`config.mk`:
```
export PLATFORM = sky130hd
export DESIGN_NAME = lcd_st_packet_arbiter
export DESIGN_NICKNAME = d
export VERILOG_FILES = /design/src/rtl/lcd_st_arb_pkg.sv /design/src/rtl/lcd_st_skid_buffer.sv /design/src/rtl/lcd_st_packet_arbiter.sv
export SDC_FILE = /design/constraint.sdc
export NUM_CORES = 1
export LEC_CHECK = 0
export BUFFER_PORTS_ARGS = -buffer_cell sky130_fd_sc_hd__buf_4
export CAP_MARGIN = 20
export CORE_ASPECT_RATIO = 0.5
export CORE_MARGIN = 5
export CORE_UTILIZATION = 57
export DETAILED_ROUTE_END_ITERATION = 8
export GPL_ROUTABILITY_DRIVEN = 0
export PLACE_DENSITY = 0.84
export SETUP_SLACK_MARGIN = 0.2
export SLEW_MARGIN = 40
export SYNTH_ARGS = -nofsm -noshare
export SYNTH_HDL_FRONTEND = slang
export SYNTH_SLANG_ARGS = --single-unit
export TNS_END_PERCENT = 30
```
`constraint.sdc`:
```
create_clock -name clk -period 5.7 [get_ports clk]
set_clock_uncertainty 0.2 [all_clocks]
set_input_delay 0.285 -clock clk [delete_from_list [all_inputs] [get_ports clk]]
set_output_delay 0.285 -clock clk [all_outputs]
set_load 0.01 [all_outputs]
```
`src/rtl/lcd_st_arb_pkg.sv`:
```
// Shared types and defaults for the LCD FIFO write-side packet arbiter.
// Beats travel between the arbiter and its skid buffer as {data, sop, eop}.
package lcd_st_arb_pkg;

    localparam int DEF_DATA_W = 8;
    localparam int DEF_CNT_W  = 8;

    typedef enum logic [1:0] {
        IDLE   = 2'd0,
        GRANT0 = 2'd1,
        GRANT1 = 2'd2
    } arb_state_e;

    typedef struct packed {
        logic [DEF_DATA_W-1:0] data;
        logic                  sop;
        logic                  eop;
    } beat_t;

endpackage

```
`src/rtl/lcd_st_skid_buffer.sv`:
```
// Two-entry registered ready/valid stage. Outputs come straight from the head
// register and in_ready depends only on the occupancy register.
module lcd_st_skid_buffer #(
    parameter int W = 10
) (
    input  logic         clk,
    input  logic         reset_n,
    input  logic [W-1:0] in_data,
    input  logic         in_valid,
    output logic         in_ready,
    output logic [W-1:0] out_data,
    output logic         out_valid,
    input  logic         out_ready
);

    logic [W-1:0] head_q;
    logic [W-1:0] tail_q;
    logic [1:0]   occ_q;
    logic         push;
    logic         pop;

    assign in_ready  = (occ_q < 2'd2);
    assign out_valid = (occ_q != 2'd0);
    assign out_data  = head_q;
    assign push      = in_valid & in_ready;
    assign pop       = out_valid & out_ready;

    always_ff @(posedge clk or negedge reset_n) begin
        if (!reset_n) begin
            head_q <= '0;
            tail_q <= '0;
            occ_q  <= 2'd0;
        end else begin
            case (occ_q)
                2'd0: begin
                    if (push) begin
                        head_q <= in_data;
                        occ_q  <= 2'd1;
                    end
                end
                2'd1: begin
                    // Push with pop replaces the head in place, keeping one beat per cycle.
                    if (push && pop) begin
                        head_q <= in_data;
                    end else if (push) begin
                        tail_q <= in_data;
                        occ_q  <= 2'd2;
                    end else if (pop) begin
                        occ_q  <= 2'd0;
                    end
                end
                default: begin
                    if (pop) begin
                        head_q <= tail_q;
                        occ_q  <= 2'd1;
                    end
                end
            endcase
        end
    end

endmodule

```
`src/rtl/lcd_st_packet_arbiter.sv`:
```
// Packet-level round-robin arbiter feeding the LCD on-chip FIFO write side from
// two Avalon-ST pixel producers; grant is held from SOP until EOP.
module lcd_st_packet_arbiter
    import lcd_st_arb_pkg::*;
#(
    parameter int DATA_W = DEF_DATA_W,
    parameter int CNT_W  = DEF_CNT_W
) (
    input  logic              clk,
    input  logic              reset_n,
    input  logic [DATA_W-1:0] s0_data,
    input  logic              s0_valid,
    input  logic              s0_sop,
    input  logic              s0_eop,
    output logic              s0_ready,
    input  logic [DATA_W-1:0] s1_data,
    input  logic              s1_valid,
    input  logic              s1_sop,
    input  logic              s1_eop,
    output logic              s1_ready,
    output logic [DATA_W-1:0] src_data,
    output logic              src_valid,
    output logic              src_sop,
    output logic              src_eop,
    input  logic              src_ready,
    output logic [1:0]        grant,
    output logic [CNT_W-1:0]  drop_count,
    output logic              proto_err
);

    typedef struct packed {
        logic [DATA_W-1:0] data;
        logic              sop;
        logic              eop;
    } pbeat_t;

    localparam int BEAT_W = $bits(pbeat_t);

    arb_state_e      state;
    arb_state_e      state_nxt;
    logic            last_grant;
    logic            first_beat;
    logic            elig0, elig1, stray0, stray1;
    logic            rdy0, rdy1;
    logic            push;
    pbeat_t          push_beat;
    logic            buf_in_ready;
    logic [BEAT_W-1:0] head_vec;
    pbeat_t          head_beat;
    logic [1:0]      drop_inc;
    logic [CNT_W:0]  drop_sum;

    assign elig0  = s0_valid & s0_sop;
    assign elig1  = s1_valid & s1_sop;
    assign stray0 = s0_valid & ~s0_sop;
    assign stray1 = s1_valid & ~s1_sop;

    always_comb begin
        state_nxt = state;
        rdy0      = 1'b0;
        rdy1      = 1'b0;
        push      = 1'b0;
        push_beat = '0;
        case (state)
            IDLE: begin
                // SOP beats wait for the grant; only stray beats are taken here.
                rdy0 = stray0;
                rdy1 = stray1;
                if (elig0 && (!elig1 || last_grant))
                    state_nxt = GRANT0;
                else if (elig1)
                    state_nxt = GRANT1;
            end
            GRANT0: begin
                rdy0      = buf_in_ready;
                push      = s0_valid & buf_in_ready;
                push_beat = '{data: s0_data, sop: s0_sop, eop: s0_eop};
                if (push && s0_eop)
                    state_nxt = IDLE;
            end
            GRANT1: begin
                rdy1      = buf_in_ready;
                push      = s1_valid & buf_in_ready;
                push_beat = '{data: s1_data, sop: s1_sop, eop: s1_eop};
                if (push && s1_eop)
                    state_nxt = IDLE;
            end
            default: state_nxt = IDLE;
        endcase
    end

    // Ready is held low while reset is asserted so no producer sees a transfer.
    assign s0_ready = rdy0 & reset_n;
    assign s1_ready = rdy1 & reset_n;

    always_comb begin
        drop_inc = 2'd0;
        if (state == IDLE)
            drop_inc = {1'b0, stray0} + {1'b0, stray1};
        drop_sum = {1'b0, drop_count} + (CNT_W+1)'(drop_inc);
    end

    always_ff @(posedge clk or negedge reset_n) begin
        if (!reset_n) begin
            state      <= IDLE;
            last_grant <= 1'b1;
            first_beat <= 1'b0;
            grant      <= 2'b00;
            drop_count <= '0;
            proto_err  <= 1'b0;
        end else begin
            state <= state_nxt;
            grant <= {state_nxt == GRANT1, state_nxt == GRANT0};
            if (state == IDLE)
                first_beat <= 1'b1;
            else if (push)
                first_beat <= 1'b0;
            if (push && push_beat.eop)
                last_grant <= (state == GRANT1);
            if (push && push_beat.sop && !first_beat)
                proto_err <= 1'b1;
            drop_count <= drop_sum[CNT_W] ? {CNT_W{1'b1}} : drop_sum[CNT_W-1:0];
        end
    end

    lcd_st_skid_buffer #(
        .W(BEAT_W)
    ) u_skid (
        .clk      (clk),
        .reset_n  (reset_n),
        .in_data  (push_beat),
        .in_valid (push),
        .in_ready (buf_in_ready),
        .out_data (head_vec),
        .out_valid(src_valid),
        .out_ready(src_ready)
    );

    assign head_beat = head_vec;
    assign src_data  = head_beat.data;
    assign src_sop   = head_beat.sop;
    assign src_eop   = head_beat.eop;

endmodule

```
Yosys cells after proc, flatten, opt, wreduce, memory -nomap -nowiden:

Cells that the tools add are included.

* memories: 0
* output and inout port bits: 24
* bits in registers: 37
* bits in writable memories: 0
* memory bits (read-only): 0
* input bits: 25
* word-level logic and storage cells: 75
* bits in latches: 0

* reduce and logical (&&, ||, !) cells: 18
* mux-type cells: 23
* equal/unequal tests: 9
* magnitude comparators: 1
* bitwise gates (word level): 13
* multiply operators: 0
* shift operators: 0
* add/sub/neg operators: 2
* div/mod/pow operators: 0

Operator list (count)
* $pmux W10 S2: 2
* $mux W10: 3
* $mux W2: 10
* $and A1 B1 Y1: 10
* $add A8 B2 Y9: 1
* $mux W8: 1
* $logic_and A1 B1 Y1: 7
* $eq A2 B1 Y1 const B: 3
* $pmux W1 S2: 3
* $pmux W2 S3: 1
* $reduce_and A3 Y1: 2
* $eq A2 B2 Y1 const B: 2
* $logic_not A2 Y1: 2
* $ne A2 B1 Y1 const B: 2
* $pmux W2 S2: 1
* $reduce_and A4 Y1: 1
* $reduce_bool A2 Y1: 2
* $ne A3 B1 Y1 const B: 1
* $not A1 Y1: 3
* $reduce_bool A3 Y1: 1
* $add A1 B1 Y2: 1
* $logic_not A1 Y1: 2
* $lt A2 B2 Y1 const B: 1
* $mux W1: 2
* 2 further kinds: 2

Logic depth before layout (Yosys ltp):

* word-level depth: 7
* mapped depth: 10
* mapped depth without buffers: 10

Modules after synthesis:

From an unflattened synthesis, not the netlist that was laid out.

* cells, all modules: 175
* area total of the unflattened synthesis: 2038.2 um2

Modules (own cells, without submodules)
* lcd_st_packet_arbiter: instances 1, seq. area each 376.6 um2, area each 1044.8 um2, cells each 110
* lcd_st_skid_buffer: instances 1, seq. area each 550.5 um2, area each 993.5 um2, cells each 65

Least setup slack after synthesis:

Ideal clock, no wire load.

* path kind: register to register
* from: reg state[0]
* to: reg drop_count[0]
* data arrival time: 2.032 ns
* setup time: 0.070 ns
* clock period less this slack: 2.302 ns
* data required time: 5.430 ns
* buffers on the path: 0
* cell stages (with the launch flop): 11
* setup slack: 3.398 ns
* path through: dfrtp_1 inv_1 ha_1 and2_1 ha_1 inv_1 fa_1 nand2b_1 nor2_1 nand3_1 nand2b_1

* word-level cells in the longest chain between the ends: 4

Ends and longest elaborated chain
* start: declaration: line lcd_st_packet_arbiter.sv:39 `arb_state_e state;`
* start signal: assignment: line lcd_st_packet_arbiter.sv:112 `state <= state_nxt;`
* $logic_not A2 Y1: line lcd_st_packet_arbiter.sv:98 `if (state == IDLE)`
* $mux W2: line lcd_st_packet_arbiter.sv:98
* $add A8 B2 Y9: line lcd_st_packet_arbiter.sv:100 `drop_sum = {1'b0, drop_count} + (CNT_W+1)'(drop_inc);`
* $mux W8: line lcd_st_packet_arbiter.sv:122 `drop_count <= drop_sum[CNT_W] ? {CNT_W{1'b1}} : drop_sum[CNT_W-1:0];`
* end signal: assignment: line lcd_st_packet_arbiter.sv:122
* end: declaration: line lcd_st_packet_arbiter.sv:27 `output logic [CNT_W-1:0] drop_count,`

Every way passes these cells.
A chain may end at the register's enable or synchronous reset.

Worst setup path in the final report:

* from: reg state[1]
* to: reg u_skid.head_q[9] (netlist: u_skid.out_data[9])

* word-level cells in the longest chain between the ends: 6
* elaborated cells between the ends (all ways): 12
* classes of those cells: eq/ne (4); mux (5); bitwise (1); reduce/logical (2)

Ends and longest elaborated chain
* $eq A2 B2 Y1 or $eq A2 B1 Y1 (tied branches): line lcd_st_packet_arbiter.sv:64 `case (state)`
* $pmux W1 S2: line lcd_st_packet_arbiter.sv:64
* $and A1 B1 Y1: line lcd_st_skid_buffer.sv:25 `assign push = in_valid & in_ready;`
* $logic_and A1 B1 Y1: line lcd_st_skid_buffer.sv:43 `if (push && pop) begin`
* $ne A2 B1 Y1 (no source line)
* $reduce_and A3 Y1 (no source line)
* end signal: assignment: line lcd_st_skid_buffer.sv:37 `head_q <= in_data;`
* end signal: assignment: line lcd_st_skid_buffer.sv:44 `head_q <= in_data;`
* end signal: assignment: line lcd_st_skid_buffer.sv:54 `head_q <= tail_q;`
* end: declaration: line lcd_st_skid_buffer.sv:16 `logic [W-1:0] head_q;`

Parallel ways exist; a longest one is shown, timed or not. The select of a mux whose other input is x is not followed.

==> summary.txt <==
Timing
  • Tmin final: 2.68 ns
  • Worst-margin pin slew: 0.601 ns
  • TNS Setup: 0 ns
  • Fmax: 373 MHz
  • Final Max Tran Viols: 0
  • Final period util: 47.0%
  • Headroom to the max-slew limit: between 50% and 60%
  • Hold WS: 0.144 ns
  • Final Setup Violations: 0
  • Final hold vios: 0
  • RSZ-0062 raised after global routing: no

Final layout
  • Layout Nets: 270
  • Syn-to-layout area delta: 27.4%
  • Leading cell type in the layout, fill and taps excluded: buf_4
  • Most frequent cells in the layout: buf_4, dfrtp_1, inv_1, nand2_1, nor2_1
  • Inserted Diodes: 0
  • Share of layout cells above drive strength 1: 27.3%

CTS
  • CTS tree: built
  • CTS H-tree lvls: 2
  • Clk slew on worst S/H paths: around 0.08 ns
  • CTS resizes: 0
  • Clock Sink Count: 37
  • Num CTS Buffers: 5
  • Bufs on Longest Clock Path: 2
  • Clk_lat worst skew: 0.30 ns
  • Root buf cell: clkbuf_8

Worst setup path
  • Family with the most delay on the worst path: compound AO/OA/AOI/OAI gates
  • CP endpoint kind: register
  • Flop2flop setup slack: 3.02 ns
  • R2R cell count: 6
  • WP data arrival: 2.67 ns
  • Worst Setup SP: state[1]$_DFF_PN0_
  • Worst Path Class, Setup: reg2reg
  • Largest stage delay, worst path: around 0.56 ns
  • Buf/Inv on CP: 1
  • Worst path cell trace: inv_1 > ha_1 > a22oi_4 > nor2_4 > o22a_1 > mux2_4
  • Worst Path Required: approximately 5.7 ns
  • Worst r2r src: state[1]$_DFF_PN0_
  • Critical path's slowest cell: o22a_1
  • Critical R2R Capture: u_skid.out_data[9]$_DFFE_PN0P_
  • Max FO, Critical Path: 15
  • CP Launch Type: register

Logic synthesis
  • Post-synth cell types: 41
  • Yosys warning total: 0
  • Async set or reset register ratio after synthesis: 100%
  • Ys flop type: dfrtp_1
  • Yosys top cell by area: dfrtp_1
  • Seq/Total Area, Yosys: a little under half
  • Syn_area_per_cell: about 10 µm²
  • Number of synthesized flops with an enable pin: 0
  • Seq cells post-synth: 37
  • Syn Nets: 220
  • Largest cells by area after synthesis: dfrtp_1, mux2i_1, mux2_1
  • Cell Area, Synth: 1960 µm²
  • Area share of the largest cell type after synthesis: a little under half
  • Gate Count Post-Synth: about 190

Global route
  • First-pass GRT wire length: about 7.1 mm
  • Gr ovfl total: 0
  • Number of global-route vias before repair: about 1600
  • Largest net degree at the start of global routing: 40
  • Gr usage total: between 10% and 20%
  • Initial antenna violation count: 0

Power and ir drop
  • Peak supply drop: 229 µV
  • PD cells: 461 nW/µm²
  • Final Power: between 1 and 1.5 mW
  • Lkg Pwr: between 1 and 1.5 nW

Floorplan
  • Ports: 49
  • Cell Rows: 15
  • Die Height: 51.5 µm
  • CORE AREA: about 3400 µm²
  • Die width: 93.0 µm
  • Die Area: approximately 4800 µm²
  • Initial Util: between 50 and 60%

Detailed routing
  • Detail Route Antenna Nets: 0
  • WL/cell: 15.1 µm
  • First-pass DRT Iterations: 4
  • DRC violations left: 0
  • Via count: 1528
  • Routed vias/inst: approximately 5.5
  • Drt first-iter violations: 90
  • Total Routed Length: 4.22 mm

Hold path
  • Hold_sp: s0_eop
  • Hold Path Class: in2reg
  • Hold EP: last_grant$_DFFE_PN1P_
  • Worst hold stages: 3

Outcome
  • Outcome: finished, final reports clean

Flow run
  • Max Cap Viol: 0

Placed design
  • HPWL Detailed: 3.06 mm
  • Port buffer count: 48
==> registers in the layout (all words and copies together) (netlist names) <==
| name | count |
|---|---|
| grant | 2 |
| u_skid.tail_q | 10 |
| proto_err | 1 |
| state | 2 |
| u_skid.out_data | 10 |
| u_skid.occ_q | 2 |
| last_grant | 1 |
| first_beat | 1 |
| drop_count | 8 |
==> report_power, final <==
group	leakage, nW	internal [mW]	switching [mW]
combinational	0.671	0.219	0.245
clock	0.0687	0.176	0.0989
sequential	0.486	0.349	0.0646
total	1.23	0.744	0.408
==> layout make-up <==
type | instances | area (µm²)
sequential | 37 | 927
timing repair buffer | 50 | 380
clock buffer | 5 | 68.8
fill | 244 | 880
clock inverter | 3 | 68.8
inverter | 17 | 63.8
tap | 42 | 52.6
multi-input combinational | 126 | 937
==> cells by family after synthesis <==
family / Yosys count / share of synthesized area, %
XOR/XNOR: 4 / 1.79
AO/OA/AOI/OAI: 39 / 14.1
adder cells (fa/ha/maj): 8 / 5.48
flip-flops: 37 / 47.3
multiplexers: 20 / 11.1
buffers and inverters: 24 / 5.29
AND/OR/NAND/NOR: 55 / 15.0
==> how the worst max path moves through the flow <==
stage	to	slack, ns	cells past startpoint
detailed placement	u_skid.out_data[9]$_DFFE_PN0P_	3.05	6
finish	u_skid.out_data[9]$_DFFE_PN0P_	3.02	6
floorplan	drop_count[0]$_DFF_PN0_	3.40	10
global placement	u_skid.tail_q[0]$_DFFE_PN0P_	3.10	5
CTS	u_skid.out_data[9]$_DFFE_PN0P_	3.05	6
global route	u_skid.out_data[9]$_DFFE_PN0P_	2.87	6
==> synth_stat cells, types with 3 or more instances <==
cell and instances:
a22oi_1 11, a21oi_1 12, inv_1 17, nand3_1 4
ha_1 7, mux2_1 8, xor2_1 3, nor2b_1 6
nand2_1 15, dfrtp_1 36, o21ai_0 3, mux2i_1 9
nor2_1 15, nand2b_1 4, nand3b_1 3, clkbuf_1 3
==> layer usage <==
layer | up-vias | global-route usage, % | part of all wire (%)
li1 | 742 | - | -
met1 | 740 | 23.9 | 42
met2 | 39 | 34.4 | 51
met3 | 7 | 4.85 | 4.9
met4 | 0 | 6.08 | 1.3
met5 | - | 0 | 0
==> repair_timing <==
item / CTS / global route
setup buffers: 0 / 0
hold buffers: 2 / 0
endpoints found under the hold margin: 37 / 0
==> tightest hold or removal path: cells and delay by family <==
kind / cells / cell delay (ns)
buffers and inverters: 1 / 0.12
AOI/OAI and AO/OA: 1 / 0.12
and+or+nand+nor: 1 / 0.08
==> through the flow <==
step	std cells	utilization, %	cell area, µm²	worst slack [ns]
after floorplan	187	-	1960	3.40
after global placement	270	69.1	2330	3.10
after detailed placement	270	69.1	2330	3.05
after CTS	280	73.8	2490	3.05
after global routing	280	74.0	2500	2.87
final	280	74.0	2500	3.02
Note: power is estimated with default switching activity, not from simulation.
